--- src/rtl/mc_pkg.sv ---
// Shared encodings for the multicycle MIPS control unit:
// FSM states, opcodes, funct codes, ALUOp and ALUControl values.
package mc_pkg;

   localparam logic [3:0] S_FETCH    = 4'd0;
   localparam logic [3:0] S_DECODE   = 4'd1;
   localparam logic [3:0] S_MEMADR   = 4'd2;
   localparam logic [3:0] S_MEMRD    = 4'd3;
   localparam logic [3:0] S_MEMWB    = 4'd4;
   localparam logic [3:0] S_MEMWR    = 4'd5;
   localparam logic [3:0] S_EXECUTE  = 4'd6;
   localparam logic [3:0] S_ALUWB    = 4'd7;
   localparam logic [3:0] S_BEQ      = 4'd8;
   localparam logic [3:0] S_ADDIEXEC = 4'd9;
   localparam logic [3:0] S_ADDIWB   = 4'd10;
   localparam logic [3:0] S_JUMP     = 4'd11;

   localparam logic [5:0] OP_RTYPE = 6'b000000;
   localparam logic [5:0] OP_J     = 6'b000010;
   localparam logic [5:0] OP_BEQ   = 6'b000100;
   localparam logic [5:0] OP_ADDI  = 6'b001000;
   localparam logic [5:0] OP_LW    = 6'b100011;
   localparam logic [5:0] OP_SW    = 6'b101011;

   localparam logic [5:0] FN_ADD = 6'b100000;
   localparam logic [5:0] FN_SUB = 6'b100010;
   localparam logic [5:0] FN_AND = 6'b100100;
   localparam logic [5:0] FN_OR  = 6'b100101;
   localparam logic [5:0] FN_SLT = 6'b101010;

   localparam logic [2:0] ALUC_AND = 3'b000;
   localparam logic [2:0] ALUC_OR  = 3'b001;
   localparam logic [2:0] ALUC_ADD = 3'b010;
   localparam logic [2:0] ALUC_SUB = 3'b110;
   localparam logic [2:0] ALUC_SLT = 3'b111;

   localparam logic [1:0] ALUOP_ADD   = 2'b00;
   localparam logic [1:0] ALUOP_SUB   = 2'b01;
   localparam logic [1:0] ALUOP_FUNCT = 2'b10;

endpackage

--- src/rtl/alu_decoder.sv ---
// Maps the controller's ALUOp and the R-type funct field
// onto the 3-bit ALUControl code of the shared ALU.
module alu_decoder
   import mc_pkg::*;
(
   input  logic [1:0] ALUOp,
   input  logic [5:0] Funct,
   output logic [2:0] ALUControl
);

   always_comb begin
      ALUControl = ALUC_ADD;
      case (ALUOp)
         ALUOP_SUB: ALUControl = ALUC_SUB;
         ALUOP_FUNCT: begin
            case (Funct)
               FN_SUB:  ALUControl = ALUC_SUB;
               FN_AND:  ALUControl = ALUC_AND;
               FN_OR:   ALUControl = ALUC_OR;
               FN_SLT:  ALUControl = ALUC_SLT;
               default: ALUControl = ALUC_ADD;
            endcase
         end
         default: ALUControl = ALUC_ADD;
      endcase
   end

endmodule

--- src/rtl/mc_controller.sv ---
// Moore control FSM of the multicycle MIPS core: steps each
// instruction through its states and drives datapath controls.
module mc_controller #(
   parameter int STATE_W = 4
) (
   input  logic       clk,
   input  logic       reset,
   input  logic [5:0] Op,
   input  logic [5:0] Funct,
   input  logic       Zero,
   output logic       IorD,
   output logic       ALUSrcA,
   output logic       RegDst,
   output logic       MemtoReg,
   output logic [1:0] ALUSrcB,
   output logic [1:0] PCSrc,
   output logic       MemWrite,
   output logic       IRWrite,
   output logic       RegWrite,
   output logic       PCEn,
   output logic [2:0] ALUControl
);

   import mc_pkg::*;

   localparam logic [STATE_W-1:0] L_FETCH    = STATE_W'(S_FETCH);
   localparam logic [STATE_W-1:0] L_DECODE   = STATE_W'(S_DECODE);
   localparam logic [STATE_W-1:0] L_MEMADR   = STATE_W'(S_MEMADR);
   localparam logic [STATE_W-1:0] L_MEMRD    = STATE_W'(S_MEMRD);
   localparam logic [STATE_W-1:0] L_MEMWB    = STATE_W'(S_MEMWB);
   localparam logic [STATE_W-1:0] L_MEMWR    = STATE_W'(S_MEMWR);
   localparam logic [STATE_W-1:0] L_EXECUTE  = STATE_W'(S_EXECUTE);
   localparam logic [STATE_W-1:0] L_ALUWB    = STATE_W'(S_ALUWB);
   localparam logic [STATE_W-1:0] L_BEQ      = STATE_W'(S_BEQ);
   localparam logic [STATE_W-1:0] L_ADDIEXEC = STATE_W'(S_ADDIEXEC);
   localparam logic [STATE_W-1:0] L_ADDIWB   = STATE_W'(S_ADDIWB);
   localparam logic [STATE_W-1:0] L_JUMP     = STATE_W'(S_JUMP);

   logic [STATE_W-1:0] r_state;
   logic [STATE_W-1:0] w_next;
   logic [STATE_W-1:0] w_cur;
   logic [1:0]         w_aluop;
   logic               w_memwrite;
   logic               w_irwrite;
   logic               w_regwrite;
   logic               w_pcwrite;
   logic               w_branch;

   always_ff @(posedge clk) begin
      if (reset) r_state <= L_FETCH;
      else       r_state <= w_next;
   end

   always_comb begin
      w_next = L_FETCH;
      case (r_state)
         L_FETCH: w_next = L_DECODE;
         L_DECODE: begin
            case (Op)
               OP_LW, OP_SW: w_next = L_MEMADR;
               OP_RTYPE:     w_next = L_EXECUTE;
               OP_BEQ:       w_next = L_BEQ;
               OP_ADDI:      w_next = L_ADDIEXEC;
               OP_J:         w_next = L_JUMP;
               default:      w_next = L_FETCH;
            endcase
         end
         L_MEMADR:   w_next = (Op == OP_SW) ? L_MEMWR : L_MEMRD;
         L_MEMRD:    w_next = L_MEMWB;
         L_EXECUTE:  w_next = L_ALUWB;
         L_ADDIEXEC: w_next = L_ADDIWB;
         default:    w_next = L_FETCH;
      endcase
   end

   // Reset presents FETCH mux settings; enables are masked below.
   assign w_cur = reset ? L_FETCH : r_state;

   always_comb begin
      IorD       = 1'b0;
      ALUSrcA    = 1'b0;
      RegDst     = 1'b0;
      MemtoReg   = 1'b0;
      ALUSrcB    = 2'b00;
      PCSrc      = 2'b00;
      w_aluop    = ALUOP_ADD;
      w_memwrite = 1'b0;
      w_irwrite  = 1'b0;
      w_regwrite = 1'b0;
      w_pcwrite  = 1'b0;
      w_branch   = 1'b0;
      case (w_cur)
         L_FETCH: begin
            ALUSrcB   = 2'b01;
            w_irwrite = 1'b1;
            w_pcwrite = 1'b1;
         end
         L_DECODE: ALUSrcB = 2'b11;
         L_MEMADR, L_ADDIEXEC: begin
            ALUSrcA = 1'b1;
            ALUSrcB = 2'b10;
         end
         L_MEMRD: IorD = 1'b1;
         L_MEMWR: begin
            IorD       = 1'b1;
            w_memwrite = 1'b1;
         end
         L_MEMWB: begin
            MemtoReg   = 1'b1;
            w_regwrite = 1'b1;
         end
         L_EXECUTE: begin
            ALUSrcA = 1'b1;
            w_aluop = ALUOP_FUNCT;
         end
         L_ALUWB: begin
            RegDst     = 1'b1;
            w_regwrite = 1'b1;
         end
         L_ADDIWB: w_regwrite = 1'b1;
         L_BEQ: begin
            ALUSrcA  = 1'b1;
            w_aluop  = ALUOP_SUB;
            PCSrc    = 2'b01;
            w_branch = 1'b1;
         end
         L_JUMP: begin
            PCSrc     = 2'b10;
            w_pcwrite = 1'b1;
         end
         default: ;
      endcase
   end

   assign MemWrite = w_memwrite & ~reset;
   assign IRWrite  = w_irwrite & ~reset;
   assign RegWrite = w_regwrite & ~reset;
   assign PCEn     = (w_pcwrite | (w_branch & Zero)) & ~reset;

   alu_decoder u_alu_decoder (
      .ALUOp      (w_aluop),
      .Funct      (Funct),
      .ALUControl (ALUControl)
   );

endmodule

--- config.mk ---
export PLATFORM = sky130hd
export DESIGN_NAME = mc_controller
export DESIGN_NICKNAME = d
export VERILOG_FILES = /design/src/rtl/mc_pkg.sv /design/src/rtl/alu_decoder.sv /design/src/rtl/mc_controller.sv
export SDC_FILE = /design/constraint.sdc
export NUM_CORES = 1
export LEC_CHECK = 0
export CORE_AREA = 2 2 39 41
export DETAILED_ROUTE_END_ITERATION = 7
export DIE_AREA = 0 0 41 43
export DONT_BUFFER_PORTS = 1
export PLACE_DENSITY = 0.69
export SYNTH_ARGS = -nofsm -noshare
export SYNTH_HDL_FRONTEND = slang
export SYNTH_SLANG_ARGS = --single-unit
--- constraint.sdc ---
create_clock -name clk -period 2.05 [get_ports clk]
set_input_delay 0.41 -clock clk [delete_from_list [all_inputs] [get_ports clk]]
set_output_delay 0.41 -clock clk [all_outputs]
set_load 0.02 [all_outputs]
# Yosys cells after proc, flatten, opt, wreduce, memory -nomap -nowiden
# Index checks and enable logic that the tools add are counted.
[totals]
register_bits = 4
in_bits = 15
out_inout_bits = 15
word_cells = 62
[op_classes]
n_eq_ne = 27
mux = 18
bitwise_logic = 7
n_reduce_logical = 9
[ops]
columns = ["cell", "count"]
rows = [
  ["6-bit == test, second input constant", 6],
  ["4-bit one-hot mux with 6 select lines", 1],
  ["4-bit by 3-bit == test with 1-bit output, second input constant", 5],
  ["4-bit == test, second input constant", 5],
  ["4-bit one-hot mux with 5 select lines", 1],
  ["4-bit by 2-bit == test with 1-bit output, second input constant", 4],
  ["3-bit one-hot mux with 4 select lines", 1],
  ["1-bit two-way mux", 9],
  ["4-bit by 1-bit == test with 1-bit output, second input constant", 2],
  ["4-bit logical NOT", 2],
  ["2-bit one-hot mux with 2 select lines", 2],
  ["2-bit OR reduction", 4],
  ["6-bit by 2-bit == test with 1-bit output, second input constant", 1],
  ["6-bit by 3-bit == test with 1-bit output, second input constant", 1],
  ["6-bit by 4-bit == test with 1-bit output, second input constant", 1],
  ["6-bit logical NOT", 1],
  ["2-bit one-hot mux with 3 select lines", 1],
  ["3-bit one-hot mux with 2 select lines", 1],
  ["1-bit bitwise AND", 5],
  ["4-bit two-way mux", 1],
  ["4-bit OR reduction", 1],
  ["3-bit two-way mux", 1],
  ["3-bit OR reduction", 1],
  ["2-bit by 1-bit == test with 1-bit output, second input constant", 1],
  ["other kinds (3)", 3],
]

# Logic depth before layout (Yosys ltp)
[logic_depth]
ltp_word = 6
mapped_depth = 7

# Cells and area by module
# A second synthesis with hierarchy kept.
[unflattened]
cells_unflattened = 79
hier_area_um2 = 573.0
[modules_own_cells]
columns = ["mod", "instances", "cells_per_inst", "area_per_inst_um2", "seq_area_each_um2"]
rows = [
  ["mc_controller", 1, 64, 454.2, 80.1],
  ["alu_decoder", 1, 15, 118.9, 0.0],
]

# Worst setup path after synthesis
# No wires, ideal clock.
[synth_timing]
path_kind = "register -> output"
start = "reg r_state[2]"
end = "out ALUControl[1]"
arrival_time_ns = 1.808
required_ns = 1.640
path_slack_ns = -0.168
path_stages_with_launch = 7
path_buffers = 1
path_cell_list = "dfxtp_1 > buf_6 > inv_4 > or3_4 > or3_1 > ha_1 > a211o_1"
[synth_via]
elab_chain_len = 5
[synth_rtl]
columns = ["item", "line", "rtl"]
rows = [
  ["start: declaration", "mc_controller.sv:39", "logic [STATE_W-1:0] r_state;"],
  ["start signal: assignment", "mc_controller.sv:51", "else r_state <= w_next;"],
  ["4-bit two-way mux *", "mc_controller.sv:77", "assign w_cur = reset ? L_FETCH : r_state;"],
  ["4-bit == test or 4-bit by 3-bit == test with 1-bit output (tied branches)", "mc_controller.sv:92", "case (w_cur)"],
  ["2-bit one-hot mux with 2 select lines *", "mc_controller.sv:92", ""],
  ["2-bit == test or 2-bit by 1-bit == test with 1-bit output (tied branches)", "alu_decoder.sv:13", "case (ALUOp)"],
  ["3-bit one-hot mux with 2 select lines *", "alu_decoder.sv:13", ""],
  ["end: declaration", "mc_controller.sv:21", "output logic [2:0] ALUControl"],
]
# Every way passes the cells marked *; elsewhere a longest branch is shown, timed or not.

# Worst setup path in the final report
# Ends and elaborated chain as after synthesis.

==> reports/results.txt <==
Status: finished with violations
Failing checks: negative setup slack
Gate count of the mapped netlist: 84
Post-DR vias/cell: 5.79
Routed Antenna Nets: 0
CTS tree: yes
Asr flop ratio synth: 0%
Die area: 1760 sq um
Finish-stage setup viols: 4
Worst-Margin Slew: 0.556 ns
Clk root buf: clkbuf_4
First-pass iteration count of the detailed router: 4
Total power: 235 uW
RSZ-0062 raised after global routing: yes
Sequential share of the synthesized area: 13.8%
Number of flip-flops in the largest register: 4
WL met2: 851 um
Vias: 643
Core Box Area: 1380 sq um
Crit end category: primary output
First-pass GRT wire length: 2.34 mm
Max Used Layer: met4
Top cell type's share of synthesized area: 13.8%
Worst setup SP type: register
Fmax: 0.442 GHz
CTS Buffer Depth: 2
DP HPWL: 1.18 mm
Row count: 14
CTS buffer count: 3
Pin count of the biggest net entering global routing: 13
Chip height: 43 um
Largest reg by FF count: r_state
Leading cell types in the layout, fill and taps excluded: 13 x buf_4, 10 x nor2_1, 7 x nand2_1
Max Slew Vio Count: 0
Final setup TNS: -0.476 ns
Initial antenna violation count: 0
Final worst path period need: 2.26 ns
Post-Syn Nets: 102
Vias in the first global route: 584
H-tree depth: 1
EDFF count, synth: 0
Gr ovfl total: 0
# hold bufs at CTS: 0
Yosys reg bits: 4
Setup CP Type: register to primary output
Wl on met1: 591 um
CP required: 1.64 ns
Fraction of layout instances using a drive strength above 1: 35.8%
Overall Global Routing Usage: 19.3%
RePlAce Congestion: 0.750
Leak: 0.292 nW
Mapped cell area: 579 sq um
IO Count: 30
DRT iter0 DRCs: 13
Clock slew at reported path FFs: 0.04 ns
Crit Path Max Fanout: 2
Top FF cell, synth: dfxtp_1
YS warnings: 0
DRC: 0
Initial Utilization: 41.9%
Post-Layout Cell Count: 111
Yosys cell types: 35
Layout area overhead: 28.3%
Top flop regs: r_state: 4 flops
Pwr Density: 316 nW/um^2
Clk sinks: 4
WL final: 1.54 mm
Final Hold Fails: 0
Die X: 41 um
Final Cycle Share: 110%
Most area-consuming cells after synthesis: dfxtp_1 14%, nor2_1 7.1%, ha_1 6.5%
Min-Delay Path Class: primary input to register
Antenna Cells: 0
Avg WL per Cell: 13.9 um
Max_cap viols: 0
Fin nets: 115
Syn_area_per_cell: 6.90 sq um
Post-Place Cells: 106
Port buffer count: 0
WHS: 0.354 ns
Commonest non-fill, non-tap cell in the layout: buf_4
Max-Slew Margin vs Limit: 62.4%
Worst ir drop on vdd: 0.210 mV
Worst skew pair latency: 0.23 ns
Final clock skew: 0.00440 ns
Crit path DAT: 1.85 ns
Final WS setup: -0.211 ns
Largest area contributor in the netlist: dfxtp_1
DR WL met3: 83 um
## power breakdown
group	internal [mW]	switching (mW)	total [mW]
registers	0.0811	0.00491	0.0860
logic	0.0212	0.0307	0.0519
clock network	0.0654	0.0317	0.0971
total	0.168	0.0672	0.235
## kinds of logic after synthesis
group,after synthesis,synth area share [%]
compound gates,19,21.8
buf+inv,11,11.4
fa+ha+maj,3,6.48
xor+xnor,3,4.54
flops,4,13.8
simple gates,44,41.9
## critical path, cell delays in order, from the launching register on
cell,delay (ns)
dfxtp_2,0.34
inv_4,0.03
or3_4,0.36
or3_4,0.36
ha_4,0.24
a211o_4,0.30
## stage by stage
step	area (sq um)	setup WS, ns	util, %
after floorplan	608	-0.0648	-
after global placement	669	0.0247	48.4
after detailed placement	669	0.000370	48.4
after CTS	716	-0.214	51.7
after global routing	743	-0.255	53.7
final	743	-0.211	53.7
## synthesized netlist by cell type (2+ instances only)
master     n
o21ai_0    5
nand3_1    3
ha_1       3
nor3b_1    3
or3_1      2
xor2_1     3
a21oi_1    4
and3_1     3
inv_1      5
buf_6      3
dfxtp_1    4
nor2_1    11
nor3_1     5
nand2_1    7
a31oi_1    2
clkbuf_1   2
## path summary, 6_finish.rpt
| check | from | to | slack (ns) | cells after the start |
|---|---|---|---|---|
| worst min-delay path | reset | r_state[0]$_SDFF_PP0_ | 0.35 | 3 |
| worst min register to register | r_state[3]$_SDFF_PP0_ | r_state[3]$_SDFF_PP0_ | 0.66 | 3 |
| worst max-delay path | r_state[2]$_SDFF_PP0_ | ALUControl[1] | -0.21 | 5 |
| worst max register to register | r_state[0]$_SDFF_PP0_ | r_state[1]$_SDFF_PP0_ | 0.63 | 4 |
## repair_timing
| action | 4_1_cts | 5_1_grt |
|---|---|---|
| resized for setup | 4 | 5 |
| pin swaps | 2 | 3 |
| endpoints found under the setup margin | 4 | 5 |
| setup buffers | 1 | 1 |
## metal layers
metal,track usage (%),vias up
met5,0,-
met4,10.0,0
met3,3.14,2
met2,34.4,16
met1,19.8,299
li1,-,326
## final cells by class
type,count,area [sq um]
Fill cell,139,641
Multi-Input combinational cell,69,494
Timing Repair Buffer,13,97.6
Sequential cell,4,83.8
Inverter,6,25.0
Clock buffer,3,22.5
Tap cell,16,20.0
(Power assumes the default switching activity.)
